$ cat src/rtl/code_sweep.sv
// rtl/code_sweep.sv - stride sweep controller driving the ten detector code input and tallying P hits
// Optional abort input enabled by defining CODE_SWEEP_ABORT_EN.
module code_sweep #(
  parameter int WIDTH  = 5,
  parameter int SETTLE = 1
) (
  input  logic             clk,
  input  logic             rstn,
  input  logic             start,
  input  logic [WIDTH-1:0] stride,
  input  logic             p_in,
`ifdef CODE_SWEEP_ABORT_EN
  input  logic             abort,
`endif
  output logic [WIDTH-1:0] code,
  output logic             busy,
  output logic             done,
  output logic [WIDTH:0]   hits,
  output logic [WIDTH-1:0] first_hit,
  output logic             hit_valid
);

  typedef enum logic [1:0] {S_IDLE, S_HOLD, S_SAMPLE, S_DONE} state_t;

  localparam logic [WIDTH-1:0] ONE      = WIDTH'(1);
  localparam logic [WIDTH:0]   HITS_MAX = {1'b1, {WIDTH{1'b0}}};
  // HOLD lasts SETTLE cycles, so the counter is loaded one short; SETTLE=0 skips HOLD entirely.
  localparam logic [3:0]       RELOAD   = (SETTLE > 0) ? 4'(SETTLE - 1) : 4'd0;
  localparam state_t           LOAD_ST  = (SETTLE > 0) ? S_HOLD : S_SAMPLE;

  state_t           state_q, state_d;
  logic [WIDTH-1:0] code_q, code_d;
  logic [WIDTH-1:0] stride_q, stride_d;
  logic [3:0]       cnt_q, cnt_d;
  logic [WIDTH:0]   hits_q, hits_d;
  logic [WIDTH-1:0] first_q, first_d;
  logic             hv_q, hv_d;
  logic [WIDTH:0]   sum;
  logic             abort_w;

`ifdef CODE_SWEEP_ABORT_EN
  assign abort_w = abort;
`else
  assign abort_w = 1'b0;
`endif

  always_ff @(posedge clk or negedge rstn) begin
    if (!rstn) begin
      state_q  <= S_IDLE;
      code_q   <= '0;
      stride_q <= ONE;
      cnt_q    <= '0;
      hits_q   <= '0;
      first_q  <= '0;
      hv_q     <= 1'b0;
    end else begin
      state_q  <= state_d;
      code_q   <= code_d;
      stride_q <= stride_d;
      cnt_q    <= cnt_d;
      hits_q   <= hits_d;
      first_q  <= first_d;
      hv_q     <= hv_d;
    end
  end

  always_comb begin
    state_d  = state_q;
    code_d   = code_q;
    stride_d = stride_q;
    cnt_d    = cnt_q;
    hits_d   = hits_q;
    first_d  = first_q;
    hv_d     = hv_q;
    sum      = {1'b0, code_q} + {1'b0, stride_q};
    unique case (state_q)
      S_IDLE: begin
        if (start) begin
          stride_d = (stride == '0) ? ONE : stride;
          hits_d   = '0;
          first_d  = '0;
          hv_d     = 1'b0;
          code_d   = '0;
          cnt_d    = RELOAD;
          state_d  = LOAD_ST;
        end
      end
      S_HOLD: begin
        if (abort_w)             state_d = S_IDLE;
        else if (cnt_q != 4'd0)  cnt_d   = cnt_q - 4'd1;
        else                     state_d = S_SAMPLE;
      end
      S_SAMPLE: begin
        if (abort_w) begin
          state_d = S_IDLE;
        end else begin
          if (p_in) begin
            if (hits_q != HITS_MAX) hits_d = hits_q + 1'b1;
            if (!hv_q) begin
              first_d = code_q;
              hv_d    = 1'b1;
            end
          end
          // The carry bit means the next step would pass the top code: finish instead of wrapping.
          if (!sum[WIDTH]) begin
            code_d  = sum[WIDTH-1:0];
            cnt_d   = RELOAD;
            state_d = LOAD_ST;
          end else begin
            state_d = S_DONE;
          end
        end
      end
      S_DONE:  state_d = S_IDLE;
      default: state_d = S_IDLE;
    endcase
  end

  assign code      = code_q;
  assign busy      = (state_q == S_HOLD) || (state_q == S_SAMPLE);
  assign done      = (state_q == S_DONE);
  assign hits      = hits_q;
  assign first_hit = first_q;
  assign hit_valid = hv_q;

endmodule

$ cat config.mk
export PLATFORM = sky130hd
export DESIGN_NAME = code_sweep
export DESIGN_NICKNAME = d
export VERILOG_FILES = /design/src/rtl/code_sweep.sv
export SDC_FILE = /design/constraint.sdc
export NUM_CORES = 1
export LEC_CHECK = 0
export BUFFER_PORTS_ARGS = -buffer_cell sky130_fd_sc_hd__buf_2
export CAP_MARGIN = 40
export CORE_MARGIN = 1
export CORE_UTILIZATION = 50
export DETAILED_ROUTE_END_ITERATION = 6
export HOLD_SLACK_MARGIN = 0.03
export PLACE_DENSITY = 0.74
export SLEW_MARGIN = 5
export SYNTH_ARGS = -nofsm -noshare
export SYNTH_HDL_FRONTEND = slang
export SYNTH_SLANG_ARGS = --single-unit
$ cat constraint.sdc
create_clock -name clk -period 2.4 [get_ports clk]
set_clock_uncertainty 0.2 [all_clocks]
set_input_delay 0.6 -clock clk [delete_from_list [all_inputs] [get_ports clk]]
set_output_delay 0.6 -clock clk [all_outputs]
set_load 0.01 [all_outputs]
* After elaboration in Yosys (flattened, before gate mapping)
Index checks and enable logic that the tools add are counted.
Storage, ports and cells: output and inout bits 19, logic and storage cells 56, flip-flop bits (word level) 28, input port bits 9
Operators by class: reduce and logical (&&, ||, !) cells 13, equal/unequal tests 11, add/sub/neg operators 3, multiplexer cells 22
Operators with widths (count):
- 5-bit 2-to-1 mux | 5
- 5-bit case mux with 2 select lines | 2
- 6-bit 2-to-1 mux | 3
- 2-bit inequality test (second input constant) | 7
- 4-bit 2-to-1 mux | 3
- 4-bit case mux with 3 select lines | 1
- 6-bit case mux with 2 select lines | 1
- 4-bit AND reduction | 3
- 2-bit case mux with 4 select lines | 1
- 5-bit by 5-bit adder with 6-bit output | 1
- 6-bit by 1-bit adder with 6-bit output (second input constant) | 1
- 2-bit 2-to-1 mux | 3
- 6-bit inequality test (second input constant) | 1
- 3-bit AND reduction | 2
- 5-bit zero test | 1
- 2-bit == test (second input constant) | 2
- 2-bit AND reduction | 2
- 4-bit nonzero test | 1
- 4-bit by 1-bit subtractor with 4-bit output (second input constant) | 1
- 3-bit nonzero test | 1
- 2-bit by 1-bit == test with 1-bit output (second input constant) | 1
- 2-bit zero test | 1
- 1-bit 2-to-1 mux | 2
- 1-bit case mux with 2 select lines | 1
- 2 further kinds | 2

* Depth between registers and ports, before layout
Gate-level depths: netlist (run 1).
word-level depth 4, mapped depth 6

* Least setup slack after synthesis (run 1)
No wires, ideal clock.
path kind flip-flop to flip-flop, start point register code_q[1] (netlist: code[1]), end point register code_q[2] (netlist: code[2]), clock period less this slack 2190 ps, cell stages (with the launch flop) 6, path buffers 0, data arrival time 1865 ps, required time 2075 ps, slack 210 ps, cells stage by stage dfrtp_1 ha_1 a211o_1 a41oi_2 o21a_4 mux2_2
On the way: longest elaborated chain between the ends 3, elaborated cells on any way between the ends 5, classes of those cells add/sub (1); eq/ne (1); mux (2); reduce/logical (1)
Ends and longest elaborated chain:
- start: declaration | line 32 | logic [WIDTH-1:0] code_q, code_d;
- start signal: assignment | line 58 | code_q <= code_d;
- 5-bit by 5-bit adder with 6-bit output (*) | line 75 | sum = {1'b0, code_q} + {1'b0, stride_q};
- 5-bit 2-to-1 mux or 2-bit inequality test (tied branches)
- 5-bit case mux with 2 select lines or 3-bit AND reduction (tied branches)
Mark *: on every way between the ends. The rest lies on a longest branch, timed or not. The select of a mux whose other input is x is not followed. A chain may end at the register's enable or synchronous reset.

* Worst setup path after layout (run 1)
start point register code_q[2] (netlist: code[2]), end point register code_q[3] (netlist: code[3])
Same word-level chain as after synthesis.

==> reports/metrics.csv, run 1 <==
stage,metric,value,unit
cells_and_area,antenna_cells,0,
cells_and_area,syn_to_final_growth,16.9,%
yosys,synth_edf_count,0,
route,drc_errors,0,
cells_and_area,fin_nets,216,
timing,relSlewSlack,59.3,%
grt,grt_pass1_vias,1322,
clock_network,cts_buffers,3,
setup_path,end_kind,flop,
setup_path,crit_slowest_cell,dfrtp_1,
timing,final.period_utilization,95.5,%
placed_design,gp_congestion,0.875,
setup_path,required,2.44,ns
clock_network,ctsResizeCount,0,
yosys,yosys_warnings,0,
setup_path,path_cells,ha_1 > or2_1 > a41oi_2 > o21a_4 > mux2_2,
yosys,yosysMostFrequentCell,dfrtp_1,
grt,grt_usage,21.2,%
flow_run,cap_violations,0,
die,core_area,3080,um^2
clock_network,clkSinkCount,28,
timing,fin_setup_tns,0,ns
grt,grt_first_pass_wirelength,5620,um
route,ant_nets,0,
route,dr.pass1.iters,5,
placed_design,hpwl,2670,um
setup_path,crit_type,flop to flop,
clock_network,clockRootBuffer,clkbuf_4,
yosys,synth_area_per_cell,10.5,um^2
yosys,synth.distinct_cells,52,
route,num_vias,1369,
die,die_y,59.2,um
yosys,synth_common_cells,"dfrtp_1, ha_1, inv_1, o21ai_0, a21oi_1",
route,via_per_inst,5.83,
cells_and_area,layout.cells.non_filler,235,
yosys,netlist_instances,156,
setup_path,critical_path.top_delay_family,compound AO/OA/AOI/OAI gates,
pwr,p_leak,0.940,nW
die,pin_count,28,
route,first_iter_violations,51,
yosys,yosys.area.top_type,dfrtp_1,
yosys,synth_top_area_share,41.3,%
route,wl,3420,um
pwr,ir_drop,0.000649,V
cells_and_area,drive_gt1_share,27.7,%
clock_network,cts_buffer_depth,2,
timing,rsz0062_at_grt,false,
placed_design,port_buffers,27,
route,wl_per_cell,14.5,um
clock_network,post_cts_buffers,0,
setup_path,critPathArrivalTime,2.34,ns
die,rows,20,
grt,grt_max_degree,29,
die,die_w,59.2,um
placed_design,dpl.cell_count,231,
cells_and_area,nFillCells,290,
setup_path,worst-path-buf-inv,0,
setup_path,cp-start-kind,flop,
clock_network,cts_tree,built,
die,dieArea,3500,um^2
setup_path,cpPeakStageDelay,0.44,ns
grt,antenna_found_initial,0,
timing,fmax,0.436,GHz
yosys,syn_area,1640,um^2
timing,setup_violations,0,
clock_network,clk_pin_slew,0.15,ns
yosys,yosysSeqAreaShare,42.9,%
min_path,holdCritPathClass,input port to async pin,
cells_and_area,seq_area,702,um^2
yosys,synthFlopType,dfrtp_1,
yosys,async_flop_share,100,%
run_status,status,finished clean,
timing,fin_crit,2.29,ns
grt,grt_overflow_total,0,
cells_and_area,multiInputGateArea,885,um^2
clock_network,cts_max_level,1,
yosys,synth_area_leaders,"dfrtp_1, ha_1, mux2_2",
pwr,power_density,1130,nW/um^2
yosys,synth-seq-cells,28,
yosys,syn_nets,180,
cells_and_area,final_util,62.1,%
setup_path,worst-path-max-fanout,6,
timing,slew_violations,0,
timing,hold_viol_final,0,
timing,worst_pin_slew,0.610,ns
clock_network,postCtsHoldBufs,0,
die,start_util,53.1,%
clock_network,clk-insertion-delay-late,0.34,ns
==> final timing paths <==
| path | from | end | slack [ns] | cells past startpoint |
|---|---|---|---|---|
| max in group asynchronous | rstn | stride_q[3] | 1.55 | 1 |
| max | code[2] | code[3] | 0.11 | 5 |
| min in group clk | stride[4] | stride_q[4] | 0.30 | 2 |
| max reg2reg | code[2] | code[3] | 0.11 | 5 |
| min reg2reg | stride_q[0] | stride_q[0] | 0.31 | 2 |
| min | rstn | stride_q[1] | 0.04 | 1 |
==> per-layer routing <==
layer  global-route usage [%]  routed length (um)  vias to the layer above
li1                         -                   -                      647
met1                     25.7                1430                      654
met2                     37.2                1740                       56
met3                     2.18                 157                       12
met4                     10.5                  97                        0
met5                        0                   0                        -
==> area by class of cell <==
type                    instances  share of cell area (%)
inverters                      12                    2.36
clock buffers                   3                    1.18
clock inverters                 1                    1.57
well taps                      44                    2.88
flip-flops and latches         28                    36.7
multi-input cells             115                    46.3
repair buffers                 32                    9.03
==> registers in the layout, summed over array words and instances, names as in the netlist <==
signal,flops
cnt_q,4
code,5
first_hit,5
hit_valid,1
hits,6
state_q,2
stride_q,5
==> placed cells by master (no fill, tap or decap), drive strengths merged, types with 5 or more instances in the layout <==
master,synthesis,routed
buf,0,32
dfrtp,27,27
ha,14,14
o21ai,13,13
inv,12,12
a21oi,10,10
nor2,8,8
mux2,8,8
nand2,7,7
a22o,5,5
nand3,5,5
==> logic make-up after synthesis <==
| logic type | share of synthesized area, % |
|---|---|
| flops | 42.9 |
| xor+xnor | 1.07 |
| mux | 5.74 |
| compound gates | 18.6 |
| buf+inv | 2.98 |
| simple gates | 16.8 |
| fa+ha+maj | 11.9 |
==> through the flow <==
step           total power [mW]  setup slack (ns)  cell area, um^2  hold WS, ns
4_1_cts                    2.17             0.112             1910       0.0756
5_1_grt                    2.33            0.0452             1910       0.0907
2_1_floorplan              1.52             0.210             1640        0.104
3_3_place_gp               1.81             0.210             1860        0.284
3_5_place_dp               1.86             0.134             1860        0.288
6_report                   2.17             0.109             1910       0.0448
==> power by group <==
group | internal (mW) | switching, mW
Clock | 0.169 | 0.143
Sequential | 0.611 | 0.128
Combinational | 0.483 | 0.632
Power figures use the tool's default switching activity.
==> run 2, diff against run 1 <==
--- a/config.mk
+++ b/config.mk
@@ -11,7 +11,7 @@
 export CORE_UTILIZATION = 50
 export DETAILED_ROUTE_END_ITERATION = 6
 export HOLD_SLACK_MARGIN = 0.03
-export PLACE_DENSITY = 0.74
+export PLACE_DENSITY = 0.77
 export SLEW_MARGIN = 5
 export SYNTH_ARGS = -nofsm -noshare
 export SYNTH_HDL_FRONTEND = slang
==> constraint.sdc (replaced) <==
create_clock -name clk -period 1.9 [get_ports clk]
set_clock_uncertainty 0.2 [all_clocks]
set_input_delay 0.38 -clock clk [delete_from_list [all_inputs] [get_ports clk]]
set_output_delay 0.38 -clock clk [all_outputs]
set_load 0.01 [all_outputs]
==> reports/metrics.csv, run 2 (synthesized netlist as in run 1, its figures left out) <==
stage,metric,value,unit
run_status,status,"finished, violations left",
run_status,failed_checks,setup timing,
setup_path,end_kind,flop,
grt,grt_max_degree,29,
grt,grt_first_pass_wirelength,6690,um
pwr,p_leak,1.10,nW
cells_and_area,layout_commonest_cell,buf_4,
route,num_vias,1516,
pwr,swShare,43.5,%
grt,grt_overflow_total,0,
cells_and_area,multiInputGateArea,1150,um^2
clock_network,clockRootBuffer,clkbuf_4,
pwr,p_total,3.60,mW
route,drc_errors,0,
setup_path,crit_type,flop to flop,
setup_path,cp-start-kind,flop,
grt,antenna_found_initial,0,
die,die_w,59.2,um
timing,fmax,0.500,GHz
clock_network,cts_buffers,3,
placed_design,gp_congestion,0.884,
timing,finalWorstSetupSlack,-0.102,ns
cells_and_area,final_util,77.4,%
pwr,intPower,2.03,mW
route,wl_per_cell,17.8,um
setup_path,cpPeakStageDelay,0.44,ns
route,wl,4640,um
timing,hold_ws,0.0800,ns
flow_run,cap_violations,0,
setup_path,path_cells,ha_4 > a211o_4 > a41oi_4 > o21a_4 > mux2_4,
timing,final.period_utilization,105,%
pwr,clkPwrFrac,8.5,%
route,dr.pass1.iters,4,
setup_path,critPathArrivalTime,2.04,ns
clock_network,cts_tree,built,
setup_path,required,1.94,ns
cells_and_area,seq_area,706,um^2
pwr,power_density,1510,nW/um^2
pwr,ir_drop,0.000886,V
cells_and_area,layout_common_cells,"buf_4, buf_2, dfrtp_1",
route,ant_nets,0,
grt,grt_pass1_vias,1505,
setup_path,worst-path-max-fanout,4,
grt,grt_usage,25.5,%
placed_design,port_buffers,27,
timing,fin_crit,2.00,ns
clock_network,cts_buffer_depth,2,
setup_path,regToRegSetupSlack,-0.10,ns
timing,setup_violations,8,
cells_and_area,drive_gt1_share,51.2,%
setup_path,crit_slowest_cell,dfrtp_1,
cells_and_area,antenna_cells,0,
route,first_iter_violations,79,
placed_design,dpl.cell_count,254,
die,rows,20,
cells_and_area,largest_register_ffs,6,
pwr,pwr-share-seq,26.4,%
min_path,holdCritPathClass,input port to flop,
pwr,p_comb_share,65.1,%
cells_and_area,layout.cells.non_filler,261,
die,die_y,59.2,um
cells_and_area,nFillCells,189,
timing,slew_violations,0,
clock_network,clk_pin_slew,0.15,ns
placed_design,hpwl,3130,um
timing,hold_viol_final,0,
clock_network,cts_max_level,1,
setup_path,worst-path-buf-inv,0,
timing,rsz0062_at_grt,true,
die,core_area,3080,um^2
clock_network,clk-insertion-delay-late,0.34,ns
route,via_per_inst,5.81,
timing,worst_pin_slew,0.618,ns
timing,relSlewSlack,58.8,%
pwr,switchingPower,1.56,mW
die,start_util,53.1,%
setup_path,critical_path.top_delay_family,compound AO/OA/AOI/OAI gates,
clock_network,clkSinkCount,28,
die,dieArea,3500,um^2
placed_design,place_ws,-0.114,ns
cells_and_area,syn_to_final_growth,45.8,%
cells_and_area,fin_nets,242,
die,pin_count,28,
==> run 2: routing by layer <==
layer	vias up	routed length [um]	track usage, %
met5	-	0	0
met2	55	2450	44.3
met1	742	1890	31.3
met4	0	105	11.6
li1	708	-	-
met3	11	184	3.28
==> run 2: what timing repair did <==
item | 4_1_cts | 5_1_grt
cloned | 0 | 0
buffers inserted | 3 | 0
hold endpoints to repair | 27 | 0
setup endpoints to repair | 17 | 16
pin swaps | 4 | 6
hold buffers | 1 | 0
gates resized for setup | 15 | 27
==> run 2: worst paths after layout <==
path                              from          end  cells after the start
max                        stride_q[1]      code[2]                      5
min                          stride[0]  stride_q[0]                      3
max reg2reg                stride_q[1]      code[2]                      5
min reg2reg                stride_q[0]  stride_q[0]                      2
max in group asynchronous         rstn      code[2]                      2
min in group asynchronous         rstn     cnt_q[0]                      2
==> run 2: layout make-up <==
| type | count | area share [%] |
|---|---|---|
| clock buffers | 4 | 1.52 |
| inverters | 12 | 1.89 |
| multi-input cells | 115 | 48.4 |
| flip-flops and latches | 28 | 29.6 |
| well taps | 44 | 2.31 |
| repair buffers | 58 | 16.3 |
==> run 2: per-stage QoR <==
| step | TNS, ns | instance area (um^2) |
|---|---|---|
| 5_1_grt | -1.03 | 2380 |
| 2_1_floorplan | -0.272 | 1710 |
| 3_3_place_gp | -0.0611 | 2100 |
| 6_report | -0.539 | 2380 |
| 3_5_place_dp | -0.461 | 2100 |
| 4_1_cts | -0.308 | 2230 |
==> run 2: worst reg2reg max path: cells and delay by family (launching register included) <==
| family | cells | cell delay (ns) |
|---|---|---|
| adder cells (fa/ha/maj) | 1 | 0.25 |
| AO/OA/AOI/OAI | 3 | 0.72 |
| multiplexers | 1 | 0.30 |
| flip-flops | 1 | 0.44 |
==> run 2: power by group through the flow <==
stage / Clock [mW] / Combinational (mW) / Sequential, mW
floorplan: 0 / 1.08 / 0.987
CTS: 0.301 / 2.04 / 0.939
detailed placement: 0 / 1.89 / 0.948
global route: 0.331 / 2.51 / 0.976
finish: 0.305 / 2.34 / 0.951
global placement: 0 / 1.79 / 0.929
==> run 3, diff against run 2 <==
--- a/config.mk
+++ b/config.mk
@@ -12,6 +12,7 @@
 export DETAILED_ROUTE_END_ITERATION = 6
 export HOLD_SLACK_MARGIN = 0.03
 export PLACE_DENSITY = 0.77
+export RECOVER_POWER = 25
 export SLEW_MARGIN = 5
 export SYNTH_ARGS = -nofsm -noshare
 export SYNTH_HDL_FRONTEND = slang
==> reports/metrics.csv, run 3 (synthesized netlist as in run 1, its figures left out) <==
stage,metric,value,unit
die,start_util,53.1,%
setup_path,worst-path-max-fanout,4,
timing,relSlewSlack,54.2,%
grt,grt_usage,25.5,%
min_path,holdCritPathClass,input port to flop,
pwr,ir_drop,0.000886,V
min_path,min_from,stride[0],
cells_and_area,syn_to_final_growth,45.8,%
setup_path,critPathArrivalTime,2.04,ns
flow_run,cap_violations,0,
placed_design,placed_area,2100,um^2
timing,fin_setup_tns,-0.539,ns
timing,finalWorstSetupSlack,-0.102,ns
route,first_iter_violations,79,
run_status,failed_checks,setup timing,
pwr,power_density,1510,nW/um^2
die,die_w,59.2,um
cells_and_area,antenna_cells,0,
clock_network,clk_pin_slew,0.15,ns
setup_path,cp-start-kind,flop,
timing,fin_crit,2.00,ns
cells_and_area,final_area,2380,um^2
clock_network,clockRootBuffer,clkbuf_4,
setup_path,end_kind,flop,
route,dr.pass1.iters,4,
clock_network,clkSinkCount,28,
setup_path,crit_start,stride_q[1],
route,wl,4640,um
run_status,status,"finished, violations left",
clock_network,cts_max_level,1,
placed_design,port_buffers,27,
timing,hold_viol_final,0,
clock_network,cts_tree,built,
route,ant_nets,0,
die,die_y,59.2,um
timing,rsz0062_at_grt,true,
grt,grt_overflow_total,0,
die,core_area,3080,um^2
placed_design,gp_congestion,0.884,
cells_and_area,drive_gt1_share,51.2,%
pwr,p_leak,1.10,nW
timing,fmax,0.500,GHz
route,drc_errors,0,
timing,setup_violations,8,
route,wl_per_cell,17.8,um
die,dieArea,3500,um^2
cells_and_area,layout_commonest_cell,buf_4,
route,via_per_inst,5.81,
clock_network,cts_buffer_depth,2,
cells_and_area,nFillCells,189,
die,rows,20,
grt,grt_max_degree,29,
clock_network,clk-insertion-delay-late,0.34,ns
setup_path,crit_type,flop to flop,
grt,antenna_found_initial,0,
grt,grt_first_pass_wirelength,6690,um
cells_and_area,layout.cells.non_filler,261,
setup_path,reg2reg_from,stride_q[1],
timing,worst_pin_slew,0.687,ns
cells_and_area,largest_register_ffs,6,
pwr,p_total,3.60,mW
cells_and_area,fin_nets,242,
setup_path,required,1.94,ns
placed_design,place_ws,-0.114,ns
timing,slew_violations,0,
die,pin_count,28,
cells_and_area,layout_common_cells,"buf_4, buf_2, dfrtp_1",
route,num_vias,1516,
grt,grt_pass1_vias,1505,
clock_network,cts_buffers,3,
timing,final.period_utilization,105,%
placed_design,hpwl,3130,um
placed_design,dpl.cell_count,254,
==> run 3: cell types whose count changed in the layout (fill, tap and decap cells not counted), sizes merged <==
cell / before / now
buf: 57 / 56
clkbuf: 4 / 5
==> run 3: final cells by class <==
class                      count  area, um^2  area share [%]
clock buffer                   4        36.3            1.52
inverter                      12        45.0            1.89
multi-input combinational    115        1150            48.4
sequential                    28         706            29.6
tap                           44        55.1            2.31
timing repair buffer          58         388            16.3
==> run 3: power breakdown <==
part | total (mW) | internal [mW] | leakage (nW) | switching [mW]
sequential | 0.951 | 0.775 | 0.366 | 0.176
combinational | 2.34 | 1.14 | 0.713 | 1.20
clock | 0.305 | 0.118 | 0.0210 | 0.188
==> run 3: path summary, 6_finish.rpt <==
check                      slack, ns          end  cells past startpoint
min reg2reg                     0.31  stride_q[0]                      2
min in group asynchronous       0.39     cnt_q[0]                      2
min                             0.08  stride_q[0]                      3
max                            -0.10      code[2]                      5
max in group asynchronous       0.64      code[2]                      2
max reg2reg                    -0.10      code[2]                      5
==> run 3: worst max-delay path: stages (launching register included) <==
cell and delay (ns):
dfrtp_1 0.44, ha_4 0.25, a211o_4 0.34, a41oi_4 0.18
o21a_4 0.19, mux2_4 0.30
==> run 3: what timing repair did <==
| item | 4_1_cts | 5_1_grt |
|---|---|---|
| pin swaps | 4 | 6 |
| hold buffers | 1 | 0 |
| endpoints found under the setup margin | 17 | 16 |
| setup buffers | 3 | 0 |
| resized for setup | 15 | 27 |
| endpoints found under the hold margin | 27 | 0 |
==> run 3: through the flow <==
step	util, %	hold WS (ns)
floorplan	-	-0.116
CTS	72.6	0.0865
global route	77.4	0.0745
global placement	68.3	0.231
detailed placement	68.3	0.233
finish	77.4	0.0800
==> run 3: layer usage <==
| metal | vias up | GRT usage (%) | routed length (um) |
|---|---|---|---|
| met5 | - | 0 | 0 |
| li1 | 708 | - | - |
| met4 | 0 | 11.6 | 105 |
| met1 | 742 | 31.3 | 1890 |
| met2 | 55 | 44.3 | 2450 |
| met3 | 11 | 3.28 | 184 |
